$ cat config.mk
export PLATFORM = sky130hd
export DESIGN_NAME = qcl_edge_event_capture
export DESIGN_NICKNAME = d
export VERILOG_FILES = /design/src/rtl/qcl_edge_pkg.sv /design/src/rtl/qcl_dff_reset.sv /design/src/rtl/qcl_edge_filter_chan.sv /design/src/rtl/qcl_edge_event_capture.sv
export SDC_FILE = /design/constraint.sdc
export NUM_CORES = 1
export LEC_CHECK = 0
export CORE_MARGIN = 2
export CORE_UTILIZATION = 45
export DETAILED_ROUTE_END_ITERATION = 10
export HOLD_SLACK_MARGIN = 0.05
export PLACE_DENSITY_LB_ADDON = 0.08
export SYNTH_ARGS = -nofsm -noshare
export SYNTH_HDL_FRONTEND = slang
export SYNTH_HIERARCHICAL = 1
export SYNTH_SLANG_ARGS = --single-unit
$ cat constraint.sdc
create_clock -name clk_i -period 2.7 [get_ports clk_i]
set_clock_uncertainty 0.15 [all_clocks]
set_input_delay 0.405 -clock clk_i [delete_from_list [all_inputs] [get_ports clk_i]]
set_output_delay 0.405 -clock clk_i [all_outputs]
set_load 0.01 [all_outputs]
$ cat src/rtl/qcl_edge_pkg.sv
// qcl_edge_pkg: shared types and sizing helpers for the edge event capture block
package qcl_edge_pkg;

    typedef enum logic [1:0] {
        EDGE_NONE = 2'b00,
        EDGE_RISE = 2'b01,
        EDGE_FALL = 2'b10,
        EDGE_BOTH = 2'b11
    } e_edge_mode;

    function automatic int cnt_width(input int filter);
        return (filter > 1) ? $clog2(filter) : 1;
    endfunction

endpackage

$ cat src/rtl/qcl_dff_reset.sv
// qcl_dff_reset: register with synchronous active-high reset to a fixed value
module qcl_dff_reset #(
    parameter int                 width_p     = 1,
    parameter logic [width_p-1:0] reset_val_p = '0
) (
    input  logic               clk_i,
    input  logic               reset_i,
    input  logic [width_p-1:0] d_i,
    output logic [width_p-1:0] q_o
);

    always_ff @(posedge clk_i) q_o <= reset_i ? reset_val_p : d_i;

endmodule

$ cat src/rtl/qcl_edge_filter_chan.sv
// qcl_edge_filter_chan: one channel of glitch filter, edge detect and sticky pending/overflow flags
module qcl_edge_filter_chan
    import qcl_edge_pkg::*;
#(
    parameter int filter_p    = 1,
    parameter bit reset_val_p = 1'b0
) (
    input  logic clk_i,
    input  logic reset_i,
    input  logic sig_i,
    input  logic rise_en_i,
    input  logic fall_en_i,
    input  logic clear_i,
    output logic detect_o,
    output logic level_o,
    output logic pending_o,
    output logic overflow_o
);

    localparam int               cw_lp   = cnt_width(filter_p);
    localparam logic [cw_lp-1:0] last_lp = cw_lp'(filter_p - 1);

    logic [cw_lp-1:0] cnt_q, cnt_d;
    logic [2:0]       flags_q, flags_d;
    logic             diff, accept;

    assign {level_o, pending_o, overflow_o} = flags_q;

    // with filter_p == 1 the counter never leaves zero, so accept reduces to diff
    always_comb begin
        diff     = sig_i != level_o;
        accept   = diff && (cnt_q == last_lp);
        detect_o = !reset_i && accept && (sig_i ? rise_en_i : fall_en_i);
        cnt_d    = (diff && !accept) ? cnt_q + 1'b1 : '0;
        flags_d  = {accept ? sig_i : level_o,
                    (pending_o && !clear_i) || detect_o,
                    (overflow_o || (detect_o && pending_o)) && !clear_i};
    end

    qcl_dff_reset #(.width_p(cw_lp), .reset_val_p('0)) u_cnt (
        .clk_i(clk_i), .reset_i(reset_i), .d_i(cnt_d), .q_o(cnt_q)
    );

    qcl_dff_reset #(.width_p(3), .reset_val_p({reset_val_p, 2'b00})) u_flags (
        .clk_i(clk_i), .reset_i(reset_i), .d_i(flags_d), .q_o(flags_q)
    );

endmodule

$ cat src/rtl/qcl_edge_event_capture.sv
// qcl_edge_event_capture: multi-channel filtered edge detector with sticky pending/overflow and irq
module qcl_edge_event_capture
    import qcl_edge_pkg::*;
#(
    parameter int width_p     = 8,
    parameter int filter_p    = 1,
    parameter bit reset_val_p = 1'b0
) (
    input  logic               clk_i,
    input  logic               reset_i,
    input  logic [width_p-1:0] sig_i,
    input  logic [width_p-1:0] rise_en_i,
    input  logic [width_p-1:0] fall_en_i,
    input  logic [width_p-1:0] clear_i,
    output logic [width_p-1:0] detect_o,
    output logic [width_p-1:0] level_o,
    output logic [width_p-1:0] pending_o,
    output logic [width_p-1:0] overflow_o,
    output logic               irq_o
);

    for (genvar i = 0; i < width_p; i++) begin : g_chan
        qcl_edge_filter_chan #(.filter_p(filter_p), .reset_val_p(reset_val_p)) u_chan (
            .clk_i     (clk_i),
            .reset_i   (reset_i),
            .sig_i     (sig_i[i]),
            .rise_en_i (rise_en_i[i]),
            .fall_en_i (fall_en_i[i]),
            .clear_i   (clear_i[i]),
            .detect_o  (detect_o[i]),
            .level_o   (level_o[i]),
            .pending_o (pending_o[i]),
            .overflow_o(overflow_o[i])
        );
    end

    assign irq_o = |pending_o;

endmodule

# After elaboration in Yosys (flattened, before gate mapping)
# Index checks and enable logic that the tools add are counted.
# Widths: inputs -> output; s select.
dict set report totals {
  wordCells 162
  mem_count 0
  romBits 0
  in_bits 34
  latchBits 0
  out_inout_bits 33
  ram_bits 0
  regBits 32
}
dict set report classes {
  magnitude_cmp 0
  n_shift 0
  n_mux 8
  div 0
  n_reduce_logical 98
  addsub 8
  n_mul 0
  n_bitwise 16
  n_eq_ne 8
}
# op n
set ops {}
lappend ops {{$logic_and 1x1->1} 56}
lappend ops {{$logic_not 1->1} 17}
lappend ops {{$logic_or 1x1->1} 16}
lappend ops {{$not 1->1} 16}
lappend ops {{$reduce_or 2->1} 8}
lappend ops {{$add 1x1->1 const B} 8}
lappend ops {{$mux 1} 8}
lappend ops {{$ne 1x1->1} 8}
lappend ops {{$reduce_or 8->1} 1}

# Depth between registers and ports, before layout
dict set report depth {
  word_depth 7
  ltp_mapped 4
  ltp_nobuf 4
}

# Modules after synthesis
# Netlist, hierarchy kept.
# module instances cells_per_inst seq_area_each_um2 area_each_um2
set by_module_without_submodules {}
lappend by_module_without_submodules {{qcl_dff_reset (g_chan[0].u_chan.u_flags ...)} 8 6 60.1 78.8}
lappend by_module_without_submodules {qcl_edge_filter_chan 8 11 0.0 75.1}
lappend by_module_without_submodules {{qcl_dff_reset (g_chan[0].u_chan.u_cnt ...)} 8 2 20.0 33.8}
lappend by_module_without_submodules {qcl_edge_event_capture 1 3 0.0 16.3}

# Least setup slack after synthesis
# No wires, ideal clock.
dict set report synth_path {
  path_type {input to output}
  startpoint {input port fall_en_i[0]}
  endpoint {output port detect_o[0]}
  arrival_time_ns 0.904
  n_path_buf 0
  required_ns 2.145
  path_stages 3
  path_slack_ns 1.241
  cell_sequence {nand2_1 -> o21a_1 -> nor3_1}
}
dict set report synth_via {
  elab_chain_len 2
}
# element line_no
set synth_lines {}
lappend synth_lines {{start, declared} qcl_edge_event_capture.sv:13} ;# input logic [width_p-1:0] fall_en_i,
lappend synth_lines {{$mux 1} qcl_edge_filter_chan.sv:33} ;# detect_o = !reset_i && accept && (sig_i ? rise_en_i : fall_en_i);
lappend synth_lines {{$logic_and 1x1->1} qcl_edge_filter_chan.sv:33}
lappend synth_lines {{end, declared} qcl_edge_event_capture.sv:15} ;# output logic [width_p-1:0] detect_o,
# No other way between the ends.

# Worst setup path in the final report
dict set report layout_path {
  startpoint {input port sig_i[4]}
  endpoint {output port detect_o[4]}
}
dict set report layout_via {
  elab_chain_len 4
  elab_cells_between_ends 5
  classes_between {eq/ne: 1; mux: 1; reduce/logical: 3}
}
# element line_no
set layout_lines {}
lappend layout_lines {{start, declared} qcl_edge_event_capture.sv:11} ;# input logic [width_p-1:0] sig_i,
lappend layout_lines {{$ne 1x1->1} qcl_edge_filter_chan.sv:31} ;# diff = sig_i != level_o;
lappend layout_lines {{$logic_and 1x1->1} qcl_edge_filter_chan.sv:32} ;# accept = diff && (cnt_q == last_lp);
lappend layout_lines {{$logic_and 1x1->1} qcl_edge_filter_chan.sv:33}
lappend layout_lines {{$logic_and 1x1->1 *} qcl_edge_filter_chan.sv:33}
# Mark *: on every way between the ends. The rest lies on a longest branch, timed or not.

==> summary.md <==
| Metric | Value |
|---|---|
| Status | finished clean |
| Diodes inserted | 0 |
| Critical path class | in -> out |
| Num CTS Buffers | 5 |
| H-tree level count | 2 |
| Largest net degree at the start of global routing | 32 |
| Minimum clock period | 2.42 ns |
| Syn nets | 189 |
| R2r endpoint | g_chan[4].u_chan/u_flags/q_o[0] |
| Pleak | 0.823 nW |
| Syn avg cell area | 9.79 sq um |
| CTS tree | built |
| Clock latency on the worst-skew pair | 0.32 ns |
| Worst Path Required | 2.14 ns |
| Cell Area, Placed | 2260 sq um |
| Via count | 1385 |
| Die Y | 62.1 microns |
| GR Overflow Total | 0 |
| Routed WL | 3.49 mm |
| Setup bufs post-CTS | 0 |
| Slew Viols, Final | 0 |
| Hold Crit Class | in -> reg |
| Post-route antenna net violation count | 0 |
| Overall routing resource usage | 0.191 |
| Reg2reg start | g_chan[4].u_chan/u_flags/q_o[1] |
| Syn Inst Count | 155 |
| Cts hold-fix bufs | 0 |
| CTS Buffer Depth | 2 |
| Final GP Congestion | 0.726 |
| First-pass GRT wire length | 5.28 mm |
| Clock Pin Slew Worst Setup and Hold Paths | 0.09 ns |
| Number of gates resized after cts | 0 |
| Setup violators final | 0 |
| Pwr dens | 424 nW/um^2 |
| CP Max Fanout | 3 |
| Worst reg2reg path depth | 4 |
| Root Buffer | clkbuf_4 |
| Worst slew pin tran | 0.594 ns |
| Vias in the first global route | 1284 |
| VDD IR max | 285 uV |
| Worst rel slew slack | 0.604 |
| TNS Setup | 0 ns |
| Die width | 62.1 microns |
| Die Footprint | 3850 sq um |
| Pwr Total | 0.984 mW |
| Layout cells sized above 1 | 0.150 |
| Residual DRC | 0 |
| Initial antenna violation count | 0 |
| F_max | 414 MHz |
| Drt via density | 4.96 |
| IO Port Bufs | 66 |
| Final period util | 0.895 |
| Netlist Area Pre-Place | 1520 sq um |
| Post-synthesis sequential area ratio | 0.422 |
| Core area | 3280 sq um |
| Flop-to-flop setup slack | 1.31 ns |
| Clock sink total | 32 |
| Critical Path End Type | output pin |
| Hold Path Stages | 2 |
| Synth warnings | 6 |
| Floorplan row count | 21 |
| DP Wirelength | 2.68 mm |
| Hold Fails Final Rpt | 0 |
| CP arrival | 1.86 ns |
| Starting Density | 0.462 |
| Worst-case hold path end point | g_chan[0].u_chan/u_flags/q_o[2] |
| RSZ-0062 raised after global routing | no |
| Avg WL per Cell | 12.5 microns |
| Startpoint class of the critical path | input pin |
| Worst Hold Launch | reset_i |
| FF+latch count, synth | 32 |
| Top-Level Pins | 67 |
| Library cells used by synthesis | 14 |
| Nets | 266 |
| Max Cap Violations | 0 |
| Final Instance Area | 2320 sq um |
| Area growth syn-to-layout | 52.8% |
| First-pass iteration count of the detailed router | 4 |
| DR iter-0 viols | 29 |
stage by stage:
step | hold slack, ns | util | setup slack [ns] | cells
6_report | 0.421 | 0.706 | 0.283 | 279
5_1_grt | 0.426 | 0.706 | 0.199 | 279
4_1_cts | 0.417 | 0.706 | 0.277 | 279
3_5_place_dp | 0.438 | 0.688 | 0.283 | 271
3_3_place_gp | 0.421 | 0.688 | 0.327 | 271
2_1_floorplan | 0.327 | - | 1.24 | 155
state kept, by name (all words and copies together), names as in the netlist:
signal / cells
g_chan.u_chan/u_cnt/q_o: 8
g_chan.u_chan/u_flags/q_o: 24
worst max-delay path, stage by stage:
cell	delay, ns
clkdlybuf4s50_1	0.51
nand3b_1	0.09
o21a_1	0.15
nor3_1	0.14
clkdlybuf4s50_1	0.57
per-layer routing:
layer,track usage,wire [microns]
met4,0.0790,61
met3,0.0642,205
met2,0.360,1820
met1,0.189,1410
met5,0,0
power by group:
part	total, mW	switching, mW	internal, mW
registers	0.508	0.0171	0.491
clock network	0.279	0.151	0.128
logic	0.197	0.0735	0.124
cell usage in the layout (no fill, tap or decap), types with 4 or more instances in the layout:
cell type / synthesis / final
nand3b_1: 8 / 8
dfxtp_1: 32 / 32
buf_4: 0 / 4
conb_1: 8 / 8
inv_1: 16 / 16
o22ai_2: 8 / 8
nor2b_4: 8 / 8
o21a_1: 8 / 8
mux2_2: 8 / 8
nor2b_1: 24 / 24
clkdlybuf4s50_1: 0 / 65
nand2_1: 9 / 9
o32ai_1: 8 / 8
nor3_1: 8 / 8
clkbuf_4: 0 / 5
or4_1: 8 / 8
Yosys cell counts, drive strengths merged:
cell type	n	area share
o21a	8	0.040
nor4	2	0.0082
mux2	8	0.059
nor3	8	0.026
inv	16	0.040
conb	8	0.020
nor2b	32	0.17
nand2	9	0.022
nand3b	8	0.040
or4	8	0.040
o22ai	8	0.066
o32ai	8	0.046
dfxtp	32	0.42
cell families after synthesis:
group	Yosys count	share of synthesized area
and+or+nand+nor	67	0.308
buffers and inverters	16	0.0396
other	8	0.0198
DFF	32	0.422
AOI/OAI and AO/OA	24	0.152
muxes	8	0.0594
cell type report:
type                            count  area (sq um)
Sequential cell                    32           641
Inverter                           16          60.1
Timing Repair Buffer               70           686
Clock buffer                        8          58.8
Fill cell                         269           965
Tap cell                           46          57.6
Multi-Input combinational cell    107           817
worst max-delay path by stage:
| stage | startpoint | end | slack [ns] |
|---|---|---|---|
| finish | sig_i[4] | detect_o[4] | 0.28 |
| global route | sig_i[4] | detect_o[4] | 0.20 |
| global placement | sig_i[4] | detect_o[4] | 0.33 |
| CTS | sig_i[1] | detect_o[1] | 0.28 |
| floorplan | fall_en_i[0] | detect_o[0] | 1.24 |
| detailed placement | sig_i[3] | detect_o[3] | 0.28 |
Power figures use the tool's default switching activity.
